**src/rtl/baud_tick_generator_pkg.sv**
```systemverilog
// Shared constants and the divisor calculation for the UART baud generator.
package uart_pkg;

  localparam int unsigned CLOCK_RATE_DEF = 66000000;
  localparam int unsigned BAUD_RATE_DEF  = 9600;
  localparam int unsigned OVERSAMPLE_DEF = 16;
  localparam int unsigned DIV_WIDTH_DEF  = 16;
  localparam int unsigned FRAC_BITS_DEF  = 4;

  // Fixed-point oversample period, rounded to nearest: clock*2^frac / (baud*os).
  function automatic longint unsigned calc_div(input longint unsigned clock,
                                               input longint unsigned baud,
                                               input longint unsigned os,
                                               input longint unsigned frac_bits);
    longint unsigned num;
    longint unsigned den;
    num = clock << frac_bits;
    den = baud * os;
    return (2 * num + den) / (2 * den);
  endfunction

  localparam longint unsigned DEF_DIV =
    calc_div(64'(CLOCK_RATE_DEF), 64'(BAUD_RATE_DEF), 64'(OVERSAMPLE_DEF), 64'(FRAC_BITS_DEF));
  localparam int unsigned DEF_DIV_INT  = int'(DEF_DIV >> FRAC_BITS_DEF);
  localparam int unsigned DEF_DIV_FRAC = int'(DEF_DIV % (64'd1 << FRAC_BITS_DEF));
  localparam int unsigned OS_W         = $clog2(OVERSAMPLE_DEF);

endpackage

```
**src/rtl/baud_tick_generator_if.sv**
```systemverilog
// Control and tick bundle between the UART datapath (master) and the baud generator (slave).
interface baud_tick_generator_if
  import uart_pkg::*;
#(
  parameter int DIV_WIDTH = int'(DIV_WIDTH_DEF),
  parameter int FRAC_BITS = int'(FRAC_BITS_DEF)
) ();

  logic                 en;
  logic [DIV_WIDTH-1:0] div_int;
  logic [FRAC_BITS-1:0] div_frac;
  logic                 div_load;
  logic                 rx_resync;
  logic                 rx_tick;
  logic                 rx_mid;
  logic                 tx_tick;

  modport master (
    output en, div_int, div_frac, div_load, rx_resync,
    input  rx_tick, rx_mid, tx_tick
  );

  modport slave (
    input  en, div_int, div_frac, div_load, rx_resync,
    output rx_tick, rx_mid, tx_tick
  );

endinterface

```
**src/rtl/baud_tick_generator_phase_chain.sv**
```systemverilog
// One fractional phase chain: period counter, fractional accumulator and
// oversample index. The period length is latched on its first cycle (cnt==0),
// so a divisor change never alters a period that is already running.
module baud_phase_chain #(
  parameter int DIV_WIDTH = 16,
  parameter int FRAC_BITS = 4,
  parameter int OS_W      = 4
) (
  input  logic                 clk,
  input  logic                 rst_n,
  input  logic                 en,
  input  logic                 restart,
  input  logic [DIV_WIDTH-1:0] div_int,
  input  logic [FRAC_BITS-1:0] div_frac,
  output logic                 tc,
  output logic [OS_W-1:0]      os
);

  localparam logic [DIV_WIDTH:0]   PER_ONE = 1;
  localparam logic [DIV_WIDTH-1:0] CNT_ONE = 1;
  localparam logic [DIV_WIDTH-1:0] MIN_DIV = 2;
  localparam logic [OS_W-1:0]      OS_ONE  = 1;

  logic [DIV_WIDTH-1:0] cnt_q, cnt_d;
  logic [FRAC_BITS-1:0] acc_q, acc_d;
  logic                 carry_q, carry_d;
  logic [OS_W-1:0]      os_q, os_d;
  logic [DIV_WIDTH:0]   per_q, per_d;
  logic [DIV_WIDTH:0]   per_fresh, per_cur;
  logic [DIV_WIDTH-1:0] int_clamped;
  logic [FRAC_BITS:0]   acc_sum;

  // Terminal-count decode and next-state for counter, accumulator and index.
  always_comb begin
    int_clamped = (div_int < MIN_DIV) ? MIN_DIV : div_int;
    per_fresh   = {1'b0, int_clamped} + {{DIV_WIDTH{1'b0}}, carry_q};
    per_cur     = (cnt_q == '0) ? per_fresh : per_q;
    tc          = en && ({1'b0, cnt_q} == (per_cur - PER_ONE));
    acc_sum     = {1'b0, acc_q} + {1'b0, div_frac};

    cnt_d   = cnt_q;
    acc_d   = acc_q;
    carry_d = carry_q;
    os_d    = os_q;
    per_d   = per_q;

    if (!en || restart) begin
      cnt_d   = '0;
      acc_d   = '0;
      carry_d = 1'b0;
      os_d    = '0;
    end else begin
      if (cnt_q == '0) per_d = per_fresh;
      if (tc) begin
        cnt_d            = '0;
        {carry_d, acc_d} = acc_sum;
        os_d             = os_q + OS_ONE;
      end else begin
        cnt_d = cnt_q + CNT_ONE;
      end
    end
  end

  // Chain state registers.
  always_ff @(posedge clk or negedge rst_n) begin
    if (!rst_n) begin
      cnt_q   <= '0;
      acc_q   <= '0;
      carry_q <= 1'b0;
      os_q    <= '0;
      per_q   <= '0;
    end else begin
      cnt_q   <= cnt_d;
      acc_q   <= acc_d;
      carry_q <= carry_d;
      os_q    <= os_d;
      per_q   <= per_d;
    end
  end

  assign os = os_q;

endmodule

```
**src/rtl/baud_tick_generator.sv**
```systemverilog
// Fractional baud generator: shadow divisor registers, independent rx and tx
// phase chains, and registered single-cycle tick outputs.
module baud_tick_generator
  import uart_pkg::*;
#(
  parameter int unsigned CLOCK_RATE = 66000000,
  parameter int unsigned BAUD_RATE  = 9600,
  parameter int unsigned OVERSAMPLE = 16,
  parameter int          DIV_WIDTH  = 16,
  parameter int          FRAC_BITS  = 4
) (
  input logic                  clk,
  input logic                  rst_n,
  baud_tick_generator_if.slave bus
);

  localparam int OS_W_L = $clog2(OVERSAMPLE);
  localparam longint unsigned DEF_DIV_L =
    calc_div(64'(CLOCK_RATE), 64'(BAUD_RATE), 64'(OVERSAMPLE), 64'(FRAC_BITS));
  localparam logic [DIV_WIDTH-1:0] DEF_INT  = DIV_WIDTH'(DEF_DIV_L >> FRAC_BITS);
  localparam logic [FRAC_BITS-1:0] DEF_FRAC = FRAC_BITS'(DEF_DIV_L);
  localparam logic [OS_W_L-1:0]    OS_MID   = OS_W_L'(OVERSAMPLE / 2 - 1);
  localparam logic [OS_W_L-1:0]    OS_LAST  = OS_W_L'(OVERSAMPLE - 1);

  logic [DIV_WIDTH-1:0] div_int_q, div_int_d;
  logic [FRAC_BITS-1:0] div_frac_q, div_frac_d;
  logic                 rx_tc, tx_tc;
  logic [OS_W_L-1:0]    rx_os, tx_os;
  logic                 rx_tick_q, rx_tick_d;
  logic                 rx_mid_q, rx_mid_d;
  logic                 tx_tick_q, tx_tick_d;

  // Shadow divisor capture on div_load.
  always_comb begin
    div_int_d  = div_int_q;
    div_frac_d = div_frac_q;
    if (bus.div_load) begin
      div_int_d  = bus.div_int;
      div_frac_d = bus.div_frac;
    end
  end

  // Shadow divisor registers; reset to the build-time baud.
  always_ff @(posedge clk or negedge rst_n) begin
    if (!rst_n) begin
      div_int_q  <= DEF_INT;
      div_frac_q <= DEF_FRAC;
    end else begin
      div_int_q  <= div_int_d;
      div_frac_q <= div_frac_d;
    end
  end

  baud_phase_chain #(
    .DIV_WIDTH (DIV_WIDTH),
    .FRAC_BITS (FRAC_BITS),
    .OS_W      (OS_W_L)
  ) u_rx_chain (
    .clk      (clk),
    .rst_n    (rst_n),
    .en       (bus.en),
    .restart  (bus.rx_resync),
    .div_int  (div_int_q),
    .div_frac (div_frac_q),
    .tc       (rx_tc),
    .os       (rx_os)
  );

  baud_phase_chain #(
    .DIV_WIDTH (DIV_WIDTH),
    .FRAC_BITS (FRAC_BITS),
    .OS_W      (OS_W_L)
  ) u_tx_chain (
    .clk      (clk),
    .rst_n    (rst_n),
    .en       (bus.en),
    .restart  (1'b0),
    .div_int  (div_int_q),
    .div_frac (div_frac_q),
    .tc       (tx_tc),
    .os       (tx_os)
  );

  // Output decode; a resync in a terminal-count cycle swallows that rx tick.
  always_comb begin
    rx_tick_d = rx_tc && !bus.rx_resync;
    rx_mid_d  = rx_tick_d && (rx_os == OS_MID);
    tx_tick_d = tx_tc && (tx_os == OS_LAST);
  end

  // Registered ticks keep every output free of combinational input paths.
  always_ff @(posedge clk or negedge rst_n) begin
    if (!rst_n) begin
      rx_tick_q <= 1'b0;
      rx_mid_q  <= 1'b0;
      tx_tick_q <= 1'b0;
    end else begin
      rx_tick_q <= rx_tick_d;
      rx_mid_q  <= rx_mid_d;
      tx_tick_q <= tx_tick_d;
    end
  end

  assign bus.rx_tick = rx_tick_q;
  assign bus.rx_mid  = rx_mid_q;
  assign bus.tx_tick = tx_tick_q;

endmodule

```
**src/flat_wrapper.sv**
```systemverilog
// flat-port wrapper written by rule: the top's interface ports become plain ports
module baud_tick_generator_flat import uart_pkg::*;
#(
  parameter int unsigned CLOCK_RATE = 66000000,
  parameter int unsigned BAUD_RATE  = 9600,
  parameter int unsigned OVERSAMPLE = 16,
  parameter int          DIV_WIDTH  = 16,
  parameter int          FRAC_BITS  = 4
)
  (clk, rst_n, bus_en, bus_div_int, bus_div_frac, bus_div_load, bus_rx_resync, bus_rx_tick, bus_rx_mid, bus_tx_tick);
  baud_tick_generator_if #(.DIV_WIDTH(DIV_WIDTH), .FRAC_BITS(FRAC_BITS)) bus_i ();
  input logic clk;
  input logic rst_n;
  input wire logic [$bits(bus_i.en)-1:0] bus_en;
  input wire logic [$bits(bus_i.div_int)-1:0] bus_div_int;
  input wire logic [$bits(bus_i.div_frac)-1:0] bus_div_frac;
  input wire logic [$bits(bus_i.div_load)-1:0] bus_div_load;
  input wire logic [$bits(bus_i.rx_resync)-1:0] bus_rx_resync;
  output wire logic [$bits(bus_i.rx_tick)-1:0] bus_rx_tick;
  output wire logic [$bits(bus_i.rx_mid)-1:0] bus_rx_mid;
  output wire logic [$bits(bus_i.tx_tick)-1:0] bus_tx_tick;
  assign bus_i.en = bus_en;
  assign bus_i.div_int = bus_div_int;
  assign bus_i.div_frac = bus_div_frac;
  assign bus_i.div_load = bus_div_load;
  assign bus_i.rx_resync = bus_rx_resync;
  assign bus_rx_tick = bus_i.rx_tick;
  assign bus_rx_mid = bus_i.rx_mid;
  assign bus_tx_tick = bus_i.tx_tick;
  baud_tick_generator #(.CLOCK_RATE(CLOCK_RATE), .BAUD_RATE(BAUD_RATE), .OVERSAMPLE(OVERSAMPLE), .DIV_WIDTH(DIV_WIDTH), .FRAC_BITS(FRAC_BITS)) u_core (.clk(clk), .rst_n(rst_n), .bus(bus_i));
endmodule
```
**config.mk**
```make
export PLATFORM = sky130hd
export DESIGN_NAME = baud_tick_generator_flat
export DESIGN_NICKNAME = d
export VERILOG_FILES = /design/src/rtl/baud_tick_generator_pkg.sv /design/src/rtl/baud_tick_generator_if.sv /design/src/rtl/baud_tick_generator_phase_chain.sv /design/src/rtl/baud_tick_generator.sv /design/src/flat_wrapper.sv
export SDC_FILE = /design/constraint.sdc
export NUM_CORES = 1
export LEC_CHECK = 0
export BUFFER_PORTS_ARGS = -buffer_cell sky130_fd_sc_hd__buf_2
export CORE_MARGIN = 2
export CORE_UTILIZATION = 60
export DETAILED_ROUTE_END_ITERATION = 7
export PLACE_DENSITY_LB_ADDON = 0.05
export SYNTH_ARGS = -nofsm -noshare
export SYNTH_HDL_FRONTEND = slang
export SYNTH_SLANG_ARGS = --single-unit
```
**constraint.sdc**
```tcl
create_clock -name clk -period 8.8 [get_ports clk]
set_input_delay 0.88 -clock clk [delete_from_list [all_inputs] [get_ports clk]]
set_output_delay 0.88 -clock clk [all_outputs]
set_load 0.01 [all_outputs]
```
==> Word level (Yosys, flattened, before mapping) <==
Index checks and enable logic that the tools add are counted.
{ "word_totals": {"elab_cells": 61, "out_inout_bits": 3, "input_bits": 25, "reg_bits": 107} }
{ "classes": {"order_cmp": 1, "eq_ne": 5, "muxes": 19, "n_addsub": 10, "n_reduce_logical": 11} }
{ "ops": {"columns": ["op", "count"], "rows": [
  ["16-bit two-way mux", 5],
  ["16-bit by 1-bit adder with 17-bit output", 2],
  ["16-bit by 17-bit == test with 1-bit output", 2],
  ["17-bit two-way mux", 2],
  ["17-bit by 1-bit subtractor with 17-bit output (second input constant)", 2],
  ["16-bit by 1-bit adder with 16-bit output (second input constant)", 2],
  ["16-bit logical NOT", 2],
  ["4-bit two-way mux", 8],
  ["16-bit by 2-bit < comparator with 1-bit output (second input constant)", 1],
  ["4-bit by 4-bit adder with 5-bit output", 2],
  ["4-bit by 1-bit adder with 4-bit output (second input constant)", 2],
  ["1-bit logical AND", 5],
  ["4-bit by 3-bit == test with 1-bit output (second input constant)", 1],
  ["4-bit == test (second input constant)", 1],
  ["1-bit two-way mux", 4],
  ["1-bit logical NOT", 2],
  ["2-bit by 1-bit != test with 1-bit output (second input constant)", 1],
  ["2-bit nonzero test", 1],
  ["1-bit logical OR", 1]
]} }

==> Depth between registers and ports, before layout <==
{ "depth": {"ltp_word": 9, "ltp_mapped": 19, "mapped_depth_nobuf": 17} }

==> Cells and area by module <==
Synthesis repeated with hierarchy kept, for this count alone.
{ "unflattened": {"cells_unflattened": 946, "area_unflattened_um2": 8602.0} }
{ "modules_own_cells": {"columns": ["module", "cells_per_inst", "area_each_um2", "seq_area_each_um2", "instances"], "rows": [
  ["baud_phase_chain", 447, 3827.4, 1051.0, 2],
  ["baud_tick_generator", 52, 947.2, 586.8, 1]
]} }

==> Least setup slack after synthesis <==
OpenSTA, ideal clock, no wires.
{ "synth_timing": {"kind": "reg-to-reg", "from": "register u_core.div_int_q[2]", "to": "register u_core.u_tx_chain.os_q[3] (netlist: u_core.u_tx_chain.os[3])", "path_buffers": 2, "arrival_ns": 4.297, "required_ns": 8.723, "path_slack_ns": 4.426, "path_stages_with_launch": 19, "period_less_slack_ns": 4.374, "setup_ns": 0.077, "path_cell_list": "dfstp_2 -> buf_2 -> or4_1 -> nor4_1 -> and3_1 -> nor2b_1 -> ha_1 -> ha_1 -> clkbuf_1 -> inv_1 -> or4_1 -> o211ai_2 -> a31oi_1 -> or4_1 -> o31a_1 -> o21ai_2 -> nand4b_4 -> or4_1 -> a21oi_1"} }
{ "synth_via": {"elab_chain_len": 8} }
{ "synth_rtl": {"columns": ["item", "line", "source"], "rows": [
  ["start, declared", "baud_tick_generator.sv:25", "logic [DIV_WIDTH-1:0] div_int_q, div_int_d;"],
  ["start signal, assigned", "baud_tick_generator.sv:49", "div_int_q <= div_int_d;"],
  ["16-bit by 2-bit < comparator with 1-bit output", "baud_tick_generator_phase_chain.sv:35", "int_clamped = (div_int < MIN_DIV) ? MIN_DIV : div_int;"],
  ["16-bit two-way mux (*)", "baud_tick_generator_phase_chain.sv:35", null],
  ["16-bit by 1-bit adder with 17-bit output (*)", "baud_tick_generator_phase_chain.sv:36", "per_fresh = {1'b0, int_clamped} + {{DIV_WIDTH{1'b0}}, carry_q};"],
  ["17-bit two-way mux (*)", null, null],
  ["17-bit by 1-bit subtractor with 17-bit output (*)", "baud_tick_generator_phase_chain.sv:38", "tc = en && ({1'b0, cnt_q} == (per_cur - PER_ONE));"],
  ["16-bit by 17-bit == test with 1-bit output (*)", "baud_tick_generator_phase_chain.sv:38", null],
  ["1-bit logical AND (*)", "baud_tick_generator_phase_chain.sv:38", null],
  ["2-bit by 1-bit != test with 1-bit output (no line) (*)", null, null],
  ["end signal, assigned", "baud_tick_generator_phase_chain.sv:76", "os_q <= os_d;"],
  ["end, declared", "baud_tick_generator_phase_chain.sv:27", "logic [OS_W-1:0] os_q, os_d;"]
]} }
Every way passes the cells marked *; elsewhere a longest branch is shown, timed or not.
A chain may end at the register's enable or synchronous reset.

==> Worst setup path after layout <==
{ "layout_timing": {"from": "register u_core.div_int_q[4]", "to": "register u_core.u_rx_chain.acc_q[1]"} }
{ "layout_via": {"elab_chain_len": 8} }
{ "layout_rtl": {"columns": ["item", "line", "source"], "rows": [
  ["16-bit by 2-bit < comparator with 1-bit output", "baud_tick_generator_phase_chain.sv:35", null],
  ["16-bit two-way mux (*)", "baud_tick_generator_phase_chain.sv:35", null],
  ["16-bit by 1-bit adder with 17-bit output (*)", "baud_tick_generator_phase_chain.sv:36", null],
  ["17-bit two-way mux (*)", null, null],
  ["17-bit by 1-bit subtractor with 17-bit output (*)", "baud_tick_generator_phase_chain.sv:38", null],
  ["16-bit by 17-bit == test with 1-bit output (*)", "baud_tick_generator_phase_chain.sv:38", null],
  ["1-bit logical AND (*)", "baud_tick_generator_phase_chain.sv:38", null],
  ["2-bit nonzero test (no line) (*)", null, null],
  ["end signal, assigned", "baud_tick_generator_phase_chain.sv:68", "acc_q <= '0;"],
  ["end signal, assigned", "baud_tick_generator_phase_chain.sv:74", "acc_q <= acc_d;"],
  ["end, declared", "baud_tick_generator_phase_chain.sv:25", "logic [FRAC_BITS-1:0] acc_q, acc_d;"]
]} }
Marked as above.

==> impl_metrics.yaml <==
outcome:
  status: "complete, no violations"
worst_setup_path:
  worstReg2RegStart: "u_core.div_int_q[4]$_DFFE_PN0P_"
  cp_data_required_time_ps: 9030
  crit_type: "flop to flop"
  r2r_cells: 17
  cp-start-kind: "flop"
  startpoint: "u_core.div_int_q[4]$_DFFE_PN0P_"
  reg2reg_to: "u_core.u_rx_chain.acc_q[1]$_DFFE_PN0P_"
  reg2reg_setup_slack_ps: 3520
  end_kind: "flop"
  cp_data_arrival_time_ps: 5520
  path_max_fanout: 22
power_and_ir_drop:
  finalPower_w: 0.00138
  powerDensity_nw_per_um2: 168
  p_leak_nw: 3.39
  max-vdd-ir-drop_mv: 0.164
cells_and_area:
  layout_common_cells: "dfrtp_1, nand2_1, nor2_1, xnor2_1, o21ai_0"
  insertedDiodeCount: 0
  utilization_pct: 64.9
  layout-drive-gt1-share_pct: 13.7
  layout.nets: 910
  area_growth_pct: 5.56
  layout_commonest_cell: "dfrtp_1"
clock_tree:
  cts_resized: 0
  cts_setup_buffers: 0
  clock_latency_ps: 370
  hold_buffers: 0
  h-tree-depth: 3
  cts_tree: "done"
  cts-buffers-inserted: 9
  root_buffer: "clkbuf_16"
  clock_path_buffers: 2
  path_clk_slew_ps: 80
  clkSinkCount: 107
global_route:
  grt_overflow_total: 0
  antenna_found_initial: 0
  grt.total_usage_pct: 28.4
  grt_pass1_vias: 6223
  grt_max_degree: 66
  grt_pass1_wl_um: 31700
routing:
  vias: 6511
  vias_per_cell: 6.26
  wl_per_cell_um: 18.7
  top_layer_used: "met4"
  wl_met1_um: 9020
  wl_met2_um: 8890
  detail_route.iter0.violations: 553
  drcViolationCount: 0
  routed_wl_um: 19400
  first_pass_iters: 5
  met3_length_um: 1100
  drtAntennaViolNets: 0
hold_path:
  min_path_cells: 1
  worstHoldPathType: "flop to flop"
  hold_end: "u_core.bus.rx_mid$_DFF_PN0_"
  holdCritStartpoint: "u_core.u_rx_chain.os[3]$_DFFE_PN0P_"
synth:
  synth_edf_count: 0
  synthTopCellsByArea: "dfrtp_1, xnor2_1, mux2_2"
  avgSynthCellArea_um2: 8.92
  syn_area_um2: 7790
  async_reset_ff_share_pct: 100
  syn-num-nets: 920
  ys_seq_elements: 107
  synth_flop_cell: "dfrtp_1"
  yosysTopAreaCell: "dfrtp_1"
  synth_top_area_share_pct: 31.5
  ys_types: 76
  syn_inst: 873
  yosysWarningCount: 0
  synth_seq_area_share_pct: 34.5
timing:
  tightest_slew_ps: 1010
  setup_viol: 0
  rsz0062_at_grt: "false"
  fin_skew_ps: 10.1
  max_freq_ghz: 0.189
  finalSetupTns_ps: 0
  fin_crit_sh_pct: 60.0
  max_slew_margin_pct: 32.7
  post-route-min-period_ps: 5280
  slew_viol_final: 0
  hold_viol_final: 0
  timing.hold.ws_ps: 456
die:
  die_w_um: 118
  initial_core_util_pct: 61.5
  core_um2: 12700
  die_area_um2: 13900
  fp.dieH_um: 118
  num_rows: 41
  pin_count: 28
placement:
  dpl.hpwl_um: 14600
  gp_congestion: 0.897
  port_buffers: 27
flow_run:
  drv_cap: 0
==> stage by stage <==
step	worst slack [ps]	cell area (µm²)	std cells
final	3520	8220	1040
after global routing	3190	8220	1040
after CTS	3570	8220	1040
after detailed placement	3620	7920	1024
after global placement	3770	7920	1024
after floorplan	4430	7790	873
==> critical path, stage by stage (launching register included) <==
cell,delay [ps]
dfrtp_1,500
or4_1,580
nor4_1,170
and3_1,250
nor2b_1,80
ha_1,240
ha_1,330
mux2i_1,210
ha_1,300
o21ai_0,190
a211o_1,410
nand4bb_1,290
mux2_2,330
o211ai_1,300
nand4bb_1,330
o21ai_1,210
buf_4,270
o21ai_0,140
==> sequential cells by signal, indices dropped and copies added (netlist names), 4 cells and up <==
signal and count:
u_core.u_rx_chain.acc_q 4, u_core.u_tx_chain.per_q 17, u_core.div_frac_q 4, u_core.u_tx_chain.cnt_q 16
u_core.div_int_q 16, u_core.u_tx_chain.acc_q 4, u_core.u_tx_chain.os 4, u_core.u_rx_chain.cnt_q 16
u_core.u_rx_chain.per_q 17, u_core.u_rx_chain.os 4
==> synthesized netlist by cell type (8+ instances only) <==
library cell  count
xnor2_1          50
buf_2            21
o21ai_0          49
dfrtp_1          98
nand3_1          36
nand4_1          15
or4_1             8
nor2_1           75
nand2_1          88
a21oi_1          29
nor4_1           21
and3_1           13
clkbuf_1         21
or3_1            10
mux2i_1          21
ha_1             20
a31oi_1          14
xor2_1           40
nor3_1           29
inv_1            22
mux2_2           33
dfstp_2           9
a211oi_1          8
==> cells by family after synthesis <==
kind of cell | share of synthesized area, %
flip-flops | 34.5
adder cells (fa/ha/maj) | 3.73
XOR/XNOR | 10.4
multiplexers | 7.47
buffers and inverters | 4.21
AO/OA/AOI/OAI | 14.2
AND/OR/NAND/NOR | 25.4
==> final cells by class <==
cell class	instances	area, µm²
clock buffer	9	225
clock inverter	7	77.6
fill	1076	4450
inverter	22	82.6
multi-input combinational	693	4770
sequential	107	2690
tap	172	215
timing repair buffer	30	160
==> metal layers <==
layer  global-route usage, %  up-vias
li1                        -     3139
met1                    40.6     3136
met2                    44.1      202
met3                    5.04       34
met4                    8.81        0
met5                       0        -
==> worst max path at each step <==
stage	depth (start not counted)	slack, ps	end
floorplan	18	4430	u_core.u_tx_chain.os[3]$_DFFE_PN0P_
global placement	17	3770	u_core.u_rx_chain.os[1]$_DFFE_PN0P_
detailed placement	17	3620	u_core.u_rx_chain.os[1]$_DFFE_PN0P_
CTS	17	3570	u_core.u_rx_chain.acc_q[1]$_DFFE_PN0P_
global route	17	3190	u_core.u_rx_chain.acc_q[1]$_DFFE_PN0P_
finish	17	3520	u_core.u_rx_chain.acc_q[1]$_DFFE_PN0P_
==> where the power goes <==
group / switching, W / internal, W / total [W]
Combinational: 0.000219 / 0.000154 / 0.000373
Clock: 0.000208 / 0.000202 / 0.000410
Sequential: 0.0000611 / 0.000539 / 0.000600
No activity file was read; power rests on OpenSTA's default activity.
